$ cat src/rtl/pipe_pkg.sv
// Shared types for the RV32I pipeline control unit: forwarding-select encodings,
// scoreboard entry layouts and the register-match helpers used by pipeline_ctrl.
package pipe_pkg;

    localparam int DEFAULT_REG_AW = 5;
    // Widest register address the scoreboard entries can hold; narrower ids are zero-extended.
    localparam int SB_AW = 8;

    typedef logic [SB_AW-1:0] sb_reg_t;

    typedef enum logic [1:0] {
        FWD_ID  = 2'd0,
        FWD_MEM = 2'd1,
        FWD_WB  = 2'd2,
        FWD_RET = 2'd3
    } fwd_sel_e;

    typedef struct packed {
        logic    valid;
        sb_reg_t rd;
        logic    we;
    } sb_entry_t;

    typedef struct packed {
        logic    is_load;
        sb_reg_t rs1;
        sb_reg_t rs2;
        logic    rs1_used;
        logic    rs2_used;
    } ex_src_t;

    function automatic logic sb_hit(sb_entry_t e, sb_reg_t src, logic used);
        return e.valid && e.we && (e.rd != '0) && (e.rd == src) && used;
    endfunction

    // Youngest producer wins: MEM, then WB, then the retired-write buffer.
    function automatic fwd_sel_e fwd_select(sb_entry_t mem, sb_entry_t wb, sb_entry_t ret,
                                            sb_reg_t src, logic used);
        if (sb_hit(mem, src, used)) return FWD_MEM;
        if (sb_hit(wb, src, used))  return FWD_WB;
        if (sb_hit(ret, src, used)) return FWD_RET;
        return FWD_ID;
    endfunction

endpackage

$ cat src/rtl/pipeline_ctrl_if.sv
// Handshake bundle between the core stages (master) and pipeline_ctrl (slave).
interface pipeline_ctrl_if #(
    parameter int REG_AW = pipe_pkg::DEFAULT_REG_AW
);
    logic              id_valid;
    logic [REG_AW-1:0] id_rs1;
    logic [REG_AW-1:0] id_rs2;
    logic              id_rs1_used;
    logic              id_rs2_used;
    logic [REG_AW-1:0] id_rd;
    logic              id_reg_we;
    logic              id_is_load;
    logic              ex_redirect;
    logic              bus_req;
    logic              bus_ack;
    logic              stall_if;
    logic              stall_id;
    logic              stall_ex;
    logic              stall_mem;
    logic              flush_if;
    logic              bubble_ex;
    logic              bubble_wb;
    logic [1:0]        fwd_rs1_sel;
    logic [1:0]        fwd_rs2_sel;
    logic              bus_err;

    modport master (
        output id_valid, id_rs1, id_rs2, id_rs1_used, id_rs2_used, id_rd, id_reg_we,
               id_is_load, ex_redirect, bus_req, bus_ack,
        input  stall_if, stall_id, stall_ex, stall_mem, flush_if, bubble_ex, bubble_wb,
               fwd_rs1_sel, fwd_rs2_sel, bus_err
    );

    modport slave (
        input  id_valid, id_rs1, id_rs2, id_rs1_used, id_rs2_used, id_rd, id_reg_we,
               id_is_load, ex_redirect, bus_req, bus_ack,
        output stall_if, stall_id, stall_ex, stall_mem, flush_if, bubble_ex, bubble_wb,
               fwd_rs1_sel, fwd_rs2_sel, bus_err
    );
endinterface

$ cat src/rtl/bus_wait_timer.sv
// MEM-stage bus wait tracker: raises hold while an access is outstanding and
// force-completes it on its BUS_TIMEOUT-th waiting cycle, pulsing bus_err one cycle later.
module bus_wait_timer #(
    parameter int BUS_TIMEOUT = 16,
    parameter int TO_W        = $clog2(BUS_TIMEOUT + 1)
) (
    input  logic clk,
    input  logic rst_n,
    input  logic bus_req,
    input  logic bus_ack,
    output logic hold,
    output logic bus_err
);
    localparam logic [TO_W-1:0] LAST = TO_W'(BUS_TIMEOUT - 1);

    logic [TO_W-1:0] cnt_q, cnt_d;
    logic            bus_err_q, bus_err_d;
    logic            waiting, timeout;

    always_comb begin
        waiting   = bus_req & ~bus_ack;
        timeout   = waiting & (cnt_q == LAST);
        hold      = waiting & ~timeout;
        cnt_d     = hold ? cnt_q + TO_W'(1) : '0;
        bus_err_d = timeout;
    end

    // NOTE: state flops use non-blocking assignments so every register samples pre-edge values.
    always_ff @(posedge clk) begin
        if (!rst_n) begin
            cnt_q     <= '0;
            bus_err_q <= 1'b0;
        end else begin
            cnt_q     <= cnt_d;
            bus_err_q <= bus_err_d;
        end
    end

    assign bus_err = bus_err_q;
endmodule

$ cat src/rtl/pipeline_ctrl.sv
// Hazard and pipeline-control unit for the 5-stage RV32I core.
// Operand forwarding is built only when PIPE_CTRL_FWD_EN is defined; otherwise hazards interlock.
module pipeline_ctrl
    import pipe_pkg::*;
#(
    parameter int REG_AW      = DEFAULT_REG_AW,
    parameter int BUS_TIMEOUT = 16,
    parameter int TO_W        = $clog2(BUS_TIMEOUT + 1)
) (
    input logic            clk,
    input logic            rst_n,
    pipeline_ctrl_if.slave pif
);
    sb_entry_t ex_q, ex_d, mem_q, mem_d, wb_q, wb_d, ret_q, ret_d;
    sb_entry_t id_ent;
    sb_reg_t   id_rs1, id_rs2;
    logic      hold, hazard;
    logic      stall_fe, bubble_ex, flush_if;
    fwd_sel_e  fwd_rs1, fwd_rs2;

    bus_wait_timer #(
        .BUS_TIMEOUT(BUS_TIMEOUT),
        .TO_W       (TO_W)
    ) u_bus_wait_timer (
        .clk    (clk),
        .rst_n  (rst_n),
        .bus_req(pif.bus_req),
        .bus_ack(pif.bus_ack),
        .hold   (hold),
        .bus_err(pif.bus_err)
    );

    always_comb begin
        id_rs1 = sb_reg_t'(pif.id_rs1);
        id_rs2 = sb_reg_t'(pif.id_rs2);
        id_ent = '{valid: pif.id_valid, rd: sb_reg_t'(pif.id_rd), we: pif.id_reg_we};
    end

`ifdef PIPE_CTRL_FWD_EN
    ex_src_t exs_q, exs_d;

    always_comb begin
        hazard  = pif.id_valid & exs_q.is_load &
                  (sb_hit(ex_q, id_rs1, pif.id_rs1_used) | sb_hit(ex_q, id_rs2, pif.id_rs2_used));
        fwd_rs1 = fwd_select(mem_q, wb_q, ret_q, exs_q.rs1, exs_q.rs1_used);
        fwd_rs2 = fwd_select(mem_q, wb_q, ret_q, exs_q.rs2, exs_q.rs2_used);
        exs_d   = exs_q;
        if (!hold) begin
            exs_d = (bubble_ex | ~pif.id_valid) ? '0 :
                    '{is_load: pif.id_is_load, rs1: id_rs1, rs2: id_rs2,
                      rs1_used: pif.id_rs1_used, rs2_used: pif.id_rs2_used};
        end
    end

    always_ff @(posedge clk) begin
        if (!rst_n) exs_q <= '0;
        else        exs_q <= exs_d;
    end
`else
    // Without forwarding, ID waits until no in-flight or just-retired write targets its sources.
    always_comb begin
        hazard  = pif.id_valid &
                  (sb_hit(ex_q,  id_rs1, pif.id_rs1_used) | sb_hit(ex_q,  id_rs2, pif.id_rs2_used) |
                   sb_hit(mem_q, id_rs1, pif.id_rs1_used) | sb_hit(mem_q, id_rs2, pif.id_rs2_used) |
                   sb_hit(wb_q,  id_rs1, pif.id_rs1_used) | sb_hit(wb_q,  id_rs2, pif.id_rs2_used) |
                   sb_hit(ret_q, id_rs1, pif.id_rs1_used) | sb_hit(ret_q, id_rs2, pif.id_rs2_used));
        fwd_rs1 = FWD_ID;
        fwd_rs2 = FWD_ID;
    end

    logic unused_is_load;
    assign unused_is_load = pif.id_is_load;
`endif

    // NOTE: every output gets a default before the priority chain, so no latch can be inferred.
    always_comb begin
        stall_fe  = 1'b0;
        bubble_ex = 1'b0;
        flush_if  = 1'b0;
        if (hold) begin
            stall_fe = 1'b1;
        end else if (pif.ex_redirect) begin
            flush_if  = 1'b1;
            bubble_ex = 1'b1;
        end else if (hazard) begin
            stall_fe  = 1'b1;
            bubble_ex = 1'b1;
        end
    end

    always_comb begin
        ex_d  = ex_q;
        mem_d = mem_q;
        if (!hold) begin
            ex_d  = (bubble_ex | ~pif.id_valid) ? '0 : id_ent;
            mem_d = ex_q;
        end
        wb_d  = hold ? '0 : mem_q;
        ret_d = wb_q;
    end

    always_ff @(posedge clk) begin
        if (!rst_n) begin
            ex_q  <= '0;
            mem_q <= '0;
            wb_q  <= '0;
            ret_q <= '0;
        end else begin
            ex_q  <= ex_d;
            mem_q <= mem_d;
            wb_q  <= wb_d;
            ret_q <= ret_d;
        end
    end

    assign pif.stall_if    = stall_fe;
    assign pif.stall_id    = stall_fe;
    assign pif.stall_ex    = hold;
    assign pif.stall_mem   = hold;
    assign pif.bubble_wb   = hold;
    assign pif.flush_if    = flush_if;
    assign pif.bubble_ex   = bubble_ex;
    assign pif.fwd_rs1_sel = fwd_rs1;
    assign pif.fwd_rs2_sel = fwd_rs2;
endmodule
$ cat src/flat_wrapper.sv
// flat-port wrapper written by rule: the top's interface ports become plain ports
module pipeline_ctrl_flat import pipe_pkg::*;
#(
    parameter int REG_AW      = DEFAULT_REG_AW,
    parameter int BUS_TIMEOUT = 16,
    parameter int TO_W        = $clog2(BUS_TIMEOUT + 1)
)
  (clk, rst_n, pif_id_valid, pif_id_rs1, pif_id_rs2, pif_id_rs1_used, pif_id_rs2_used, pif_id_rd, pif_id_reg_we, pif_id_is_load, pif_ex_redirect, pif_bus_req, pif_bus_ack, pif_stall_if, pif_stall_id, pif_stall_ex, pif_stall_mem, pif_flush_if, pif_bubble_ex, pif_bubble_wb, pif_fwd_rs1_sel, pif_fwd_rs2_sel, pif_bus_err);
  pipeline_ctrl_if #(.REG_AW(REG_AW)) pif_i ();
  input logic clk;
  input logic rst_n;
  input wire logic [$bits(pif_i.id_valid)-1:0] pif_id_valid;
  input wire logic [$bits(pif_i.id_rs1)-1:0] pif_id_rs1;
  input wire logic [$bits(pif_i.id_rs2)-1:0] pif_id_rs2;
  input wire logic [$bits(pif_i.id_rs1_used)-1:0] pif_id_rs1_used;
  input wire logic [$bits(pif_i.id_rs2_used)-1:0] pif_id_rs2_used;
  input wire logic [$bits(pif_i.id_rd)-1:0] pif_id_rd;
  input wire logic [$bits(pif_i.id_reg_we)-1:0] pif_id_reg_we;
  input wire logic [$bits(pif_i.id_is_load)-1:0] pif_id_is_load;
  input wire logic [$bits(pif_i.ex_redirect)-1:0] pif_ex_redirect;
  input wire logic [$bits(pif_i.bus_req)-1:0] pif_bus_req;
  input wire logic [$bits(pif_i.bus_ack)-1:0] pif_bus_ack;
  output wire logic [$bits(pif_i.stall_if)-1:0] pif_stall_if;
  output wire logic [$bits(pif_i.stall_id)-1:0] pif_stall_id;
  output wire logic [$bits(pif_i.stall_ex)-1:0] pif_stall_ex;
  output wire logic [$bits(pif_i.stall_mem)-1:0] pif_stall_mem;
  output wire logic [$bits(pif_i.flush_if)-1:0] pif_flush_if;
  output wire logic [$bits(pif_i.bubble_ex)-1:0] pif_bubble_ex;
  output wire logic [$bits(pif_i.bubble_wb)-1:0] pif_bubble_wb;
  output wire logic [$bits(pif_i.fwd_rs1_sel)-1:0] pif_fwd_rs1_sel;
  output wire logic [$bits(pif_i.fwd_rs2_sel)-1:0] pif_fwd_rs2_sel;
  output wire logic [$bits(pif_i.bus_err)-1:0] pif_bus_err;
  assign pif_i.id_valid = pif_id_valid;
  assign pif_i.id_rs1 = pif_id_rs1;
  assign pif_i.id_rs2 = pif_id_rs2;
  assign pif_i.id_rs1_used = pif_id_rs1_used;
  assign pif_i.id_rs2_used = pif_id_rs2_used;
  assign pif_i.id_rd = pif_id_rd;
  assign pif_i.id_reg_we = pif_id_reg_we;
  assign pif_i.id_is_load = pif_id_is_load;
  assign pif_i.ex_redirect = pif_ex_redirect;
  assign pif_i.bus_req = pif_bus_req;
  assign pif_i.bus_ack = pif_bus_ack;
  assign pif_stall_if = pif_i.stall_if;
  assign pif_stall_id = pif_i.stall_id;
  assign pif_stall_ex = pif_i.stall_ex;
  assign pif_stall_mem = pif_i.stall_mem;
  assign pif_flush_if = pif_i.flush_if;
  assign pif_bubble_ex = pif_i.bubble_ex;
  assign pif_bubble_wb = pif_i.bubble_wb;
  assign pif_fwd_rs1_sel = pif_i.fwd_rs1_sel;
  assign pif_fwd_rs2_sel = pif_i.fwd_rs2_sel;
  assign pif_bus_err = pif_i.bus_err;
  pipeline_ctrl #(.REG_AW(REG_AW), .BUS_TIMEOUT(BUS_TIMEOUT), .TO_W(TO_W)) u_core (.clk(clk), .rst_n(rst_n), .pif(pif_i));
endmodule
$ cat config.mk
export PLATFORM = sky130hd
export DESIGN_NAME = pipeline_ctrl_flat
export DESIGN_NICKNAME = d
export VERILOG_FILES = /design/src/rtl/pipe_pkg.sv /design/src/rtl/pipeline_ctrl_if.sv /design/src/rtl/bus_wait_timer.sv /design/src/rtl/pipeline_ctrl.sv /design/src/flat_wrapper.sv
export SDC_FILE = /design/constraint.sdc
export NUM_CORES = 1
export LEC_CHECK = 0
export CORE_ASPECT_RATIO = 1.1
export CORE_MARGIN = 4
export CORE_UTILIZATION = 50
export DETAILED_ROUTE_END_ITERATION = 10
export GPL_TIMING_DRIVEN = 0
export HOLD_SLACK_MARGIN = 0.1
export PLACE_DENSITY = 0.81
export SLEW_MARGIN = 20
export SYNTH_ARGS = -nofsm -noshare
export SYNTH_HDL_FRONTEND = slang
export SYNTH_SLANG_ARGS = --single-unit
$ cat constraint.sdc
create_clock -name clk -period 3.9 [get_ports clk]
set_clock_uncertainty 0.05 [all_clocks]
set_input_delay 0.975 -clock clk [delete_from_list [all_inputs] [get_ports clk]]
set_output_delay 0.975 -clock clk [all_outputs]
set_load 0.1 [all_outputs]
## After elaboration in Yosys (flattened, before gate mapping)

Index checks and enable logic that the tools add are counted.

- Register bits: 46
- Input bits: 25
- Output and inout bits: 12
- Logic and storage cells: 78

- $add $sub $neg: 1
- Equality and inequality tests: 9
- Multiplexer cells: 8
- Bitwise logic cells: 16
- Reductions and logical operators: 30

Operator list:

| cell | count |
|---|---|
| equality test 8 x 5 -> 1 bit | 8 |
| nonzero test 8 bit | 4 |
| logical AND 1 bit | 24 |
| 2-to-1 mux 10 bit | 1 |
| OR 1 bit | 8 |
| 2-to-1 mux 1 bit | 7 |
| adder 5 x 1 -> 5 bit (second input constant) | 1 |
| equality test 5 x 4 -> 1 bit (second input constant) | 1 |
| AND 1 bit | 4 |
| NOT 1 bit | 4 |
| AND reduction 2 bit | 1 |
| OR reduction 2 bit | 1 |

## Logic depth before layout (Yosys ltp)

- Depth after elaboration: 17
- Mapped depth: 10
- Depth with buffers taken out: 8

## Modules after synthesis

A second synthesis with hierarchy kept.

- Cell total of the unflattened synthesis: 204
- Area total of the unflattened synthesis: 1,895.6 um2

Modules (own cells, without submodules):

| module | times used | cells an instance | area each (um2) | sequential area each (um2) |
|---|---|---|---|---|
| pipeline_ctrl | 1 | 183 | 1,659.1 | 560.5 |
| bus_wait_timer | 1 | 21 | 236.5 | 120.1 |

## Worst setup path after synthesis

OpenSTA, ideal clock, no wires.

- Path type: input-to-output
- Start: input pif_bus_ack
- End: output pif_stall_if
- Arrival: 3.660 ns
- Data required time: 2.875 ns
- Setup slack: -0.785 ns
- Cell stages on the path: 6
- Path buffers: 3
- Cells stage by stage: or3b_2 -> clkbuf_1 -> inv_1 -> clkbuf_1 -> a21o_2 -> buf_4

- Longest elaborated chain between the ends: 6

Ends and longest elaborated chain:

| item | RTL line | source |
|---|---|---|
| from (decl) | flat_wrapper.sv:22 | `input wire logic [$bits(pif_i.bus_ack)-1:0] pif_bus_ack;` |
| NOT 1 bit * | bus_wait_timer.sv:21 | `waiting = bus_req & ~bus_ack;` |
| AND 1 bit * | bus_wait_timer.sv:21 |  |
| AND 1 bit | bus_wait_timer.sv:22 | `timeout = waiting & (cnt_q == LAST);` |
| NOT 1 bit | bus_wait_timer.sv:23 | `hold = waiting & ~timeout;` |
| AND 1 bit * | bus_wait_timer.sv:23 |  |
| named net pif_bubble_wb | flat_wrapper.sv:29 | `output wire logic [$bits(pif_i.bubble_wb)-1:0] pif_bubble_wb;` |
| 2-to-1 mux 1 bit * | pipeline_ctrl.sv:80 | `if (hold) begin` |
| to (decl) | flat_wrapper.sv:23 | `output wire logic [$bits(pif_i.stall_if)-1:0] pif_stall_if;` |

Mark *: on every way through the listed nets, which the timed path passes. The rest lies on a longest branch.

## Worst setup path after layout

- Start: input pif_bus_req
- End: output pif_stall_if

- Longest elaborated chain between the ends: 5

Ends and longest elaborated chain:

| item | RTL line | source |
|---|---|---|
| from (decl) | flat_wrapper.sv:21 | `input wire logic [$bits(pif_i.bus_req)-1:0] pif_bus_req;` |
| AND 1 bit * | bus_wait_timer.sv:21 |  |
| AND 1 bit | bus_wait_timer.sv:22 |  |
| NOT 1 bit | bus_wait_timer.sv:23 |  |
| AND 1 bit * | bus_wait_timer.sv:23 |  |
| 2-to-1 mux 1 bit * | pipeline_ctrl.sv:80 |  |

Mark *: on every way between the ends. The rest lies on a longest branch, timed or not.

==> metrics.txt <==
net load switching power=0.2127 mW; share of cells above drive strength 1=0.1561; Worst Hold Slack=0.4068 ns; sequential-to-total area share from yosys stat=0.3850; sw frac=0.3023; fin area=2207 um^2; number of global-route vias before repair=1372; Design Power=0.7036 mW; largest net degree at the start of global routing=13; # port buffers=29; unrepaired setup endpoints after global routing=no; Starting Density=0.5265; area delta synth->final=24.84%; root buf cell=clkbuf_4; core box area=3358 um^2; Antenna Nets Post-Route=0; Synth cell types=29; mapped cell area=1768 um^2; io pins=37; multi-input combinational cell area=1020 um^2; share of power burned in registers=0.510; final core occ=0.6572; commonest non-fill, non-tap cell in the layout=dfxtp_1; drt pass-1 iters=4; Setup crit end kind=output port; CTS Hold Bufs=0; Die X-Extent=64.70 um; clock latency at the later pin of the worst-skew pair=0.32 ns; critical path required time=2.87 ns; GPL Wtd Cong=0.8490; vias per cell=4.961; initial antenna violation count=0; Syn Inst Count=197; WP data arrival=2.78 ns; first-pass GRT wire length=6154 um; fin. max-slew vios=0; Peak VDD IR=0.2336 mV; placed cell areas=2133 um^2; via count=1414; filler cell count=304; H-tree levels=2; Antenna diodes=0; max_slew headroom=0.3541; Leakage=0.9067 nW; Cell Rows=22; CTS max path bufs=2; post-DP HPWL=2810 um; Comb power frac=0.197; Synth Register Bits=34; DR WL/cell=13.05 um; Sum Neg Setup Slack=0 ns; Tot GR Track Use=0.1751; CTS clk-pin slew, worst paths=0.11 ns; Syn Area/Cell=8.974 um^2; Startpoint Class=input port; number of max-cap violations=0; Clock Sinks=34; Worst Path Max Fanout=12; Die H=70.37 um; CTS tree=done; Max Freq=263.1 MHz; PwrDens=318.8 nW/um^2; status=completed; Detailed Route WL=3720 um; storage element area=680.7 um^2; Hold Vio Cnt, Final=0; Clock Power Share=0.293; die area=4552 um^2; Tmin final=3.801 ns; # setup viols final=0; critical path class=input port to output port; synth warn=0; TritonCTS buffer count=5; # DRC=0; remaining global-route overflow=0; Tcrit/Tclk final=0.9746; Internal=0.4909 mW; most frequent cells in the layout=dfxtp_1 (34), xnor2_1 (25), nand2_1 (23); Iter 0 DRT Violations=24; worst hold path type=flop to flop; Layout Nets=263; Worst-Margin Slew=0.9658 ns
[final cells by class]
| class | count | area share |
|---|---|---|
| plain buffers | 16 | 0.04082 |
| clock buffers | 6 | 0.02324 |
| clock inverters | 2 | 0.005669 |
| inverters | 2 | 0.003401 |
| multi-input cells | 147 | 0.4620 |
| flip-flops and latches | 34 | 0.3084 |
| well taps | 48 | 0.02721 |
| repair buffers | 30 | 0.1293 |
[critical path: stages]
cell             delay [ns]
clkdlybuf4s50_1        0.47
or3b_2                 0.55
inv_1                  0.12
clkbuf_4               0.21
a21o_2                 0.13
buf_4                  0.10
buf_6                  0.21
[final timing paths]
check | start | endpoint | slack, ns | cells after the start
max | pif_bus_req | pif_stall_if | 0.1 | 7
min | u_core.u_bus_wait_timer.cnt_q[0] | u_core.u_bus_wait_timer.cnt_q[0] | 0.41 | 1
max reg2reg | u_core.u_bus_wait_timer.cnt_q[0] | u_core.ex_q[9] | 1.59 | 9
min reg2reg | u_core.u_bus_wait_timer.cnt_q[0] | u_core.u_bus_wait_timer.cnt_q[0] | 0.41 | 1
[cells by family (layout without fill, tap and decap cells)]
kind of cell,Yosys count,after routing,synth area share
AOI/OAI and AO/OA,22,22,0.1033
buffers and inverters,19,56,0.05520
adders and majority gates,2,2,0.01415
xor gates and xnor gates,42,42,0.2081
other,1,4,0.002121
and+or+nand+nor,77,77,0.2321
DFF,34,34,0.3850
[layer usage]
metal,routed length [um],GRT usage,up-vias,share of wire
li1,-,-,735,-
met1,1629,0.2170,644,0.44
met5,0,0,-,0
met3,151,0.03537,2,0.041
met4,36,0.06103,0,0.0097
met2,1903,0.2982,33,0.51
[through the flow]
stage / worst slack [ns] / instances
final: 0.09919 / 285
after global routing: 0.009549 / 285
after CTS: -0.01747 / 285
after detailed placement: -1.002 / 277
after global placement: -1.011 / 277
after floorplan: -0.04967 / 200
[synthesized netlist by cell type]
| library cell | instances | area, um^2 |
|---|---|---|
| nand2_1 | 23 | 86.33 |
| a21boi_0 | 7 | 52.55 |
| o211ai_1 | 1 | 7.510 |
| inv_1 | 2 | 7.510 |
| or4_4 | 1 | 11.26 |
| or4_1 | 3 | 22.52 |
| buf_1 | 1 | 3.750 |
| o211ai_2 | 3 | 37.54 |
| xor2_1 | 17 | 148.9 |
| a21o_2 | 1 | 8.760 |
| and3_1 | 9 | 56.30 |
| nor2b_1 | 1 | 6.260 |
| o21ai_1 | 2 | 10.01 |
| dfxtp_1 | 34 | 680.7 |
| xnor2_1 | 25 | 219.0 |
| nand2_2 | 1 | 6.260 |
| or3b_2 | 1 | 8.760 |
| clkbuf_1 | 9 | 33.78 |
| buf_4 | 7 | 52.55 |
| ha_1 | 2 | 25.02 |
| and2_1 | 10 | 62.56 |
| conb_1 | 1 | 3.750 |
| o21ai_0 | 5 | 25.02 |
| nor4_1 | 8 | 50.05 |
| nor2_1 | 4 | 15.01 |
| nand3_1 | 15 | 75.07 |
| a31o_1 | 1 | 8.760 |
| and4b_1 | 1 | 10.01 |
| o41ai_2 | 2 | 32.53 |
[what timing repair did]
action                                  in CTS  in global routing
setup buffers                                0                  1
gates resized for setup                     53                  0
endpoints found under the setup margin       7                  4
pin swaps                                    1                  2
[power by group through the flow]
stage	clock (mW)	sequential [mW]	combinational [mW]
5_1_grt	0.229	0.360	0.148
4_1_cts	0.210	0.359	0.139
2_1_floorplan	0	0.365	0.0969
3_3_place_gp	0	0.367	0.140
6_report	0.206	0.359	0.139
3_5_place_dp	0	0.367	0.140
[registers in the layout, summed over array words and instances, names as in the netlist]
register,cells
u_core.ex_q,7
u_core.mem_q,7
u_core.ret_d,7
u_core.ret_q,7
u_core.u_bus_wait_timer.bus_err,1
u_core.u_bus_wait_timer.cnt_q,5
(Power assumes the default switching activity.)
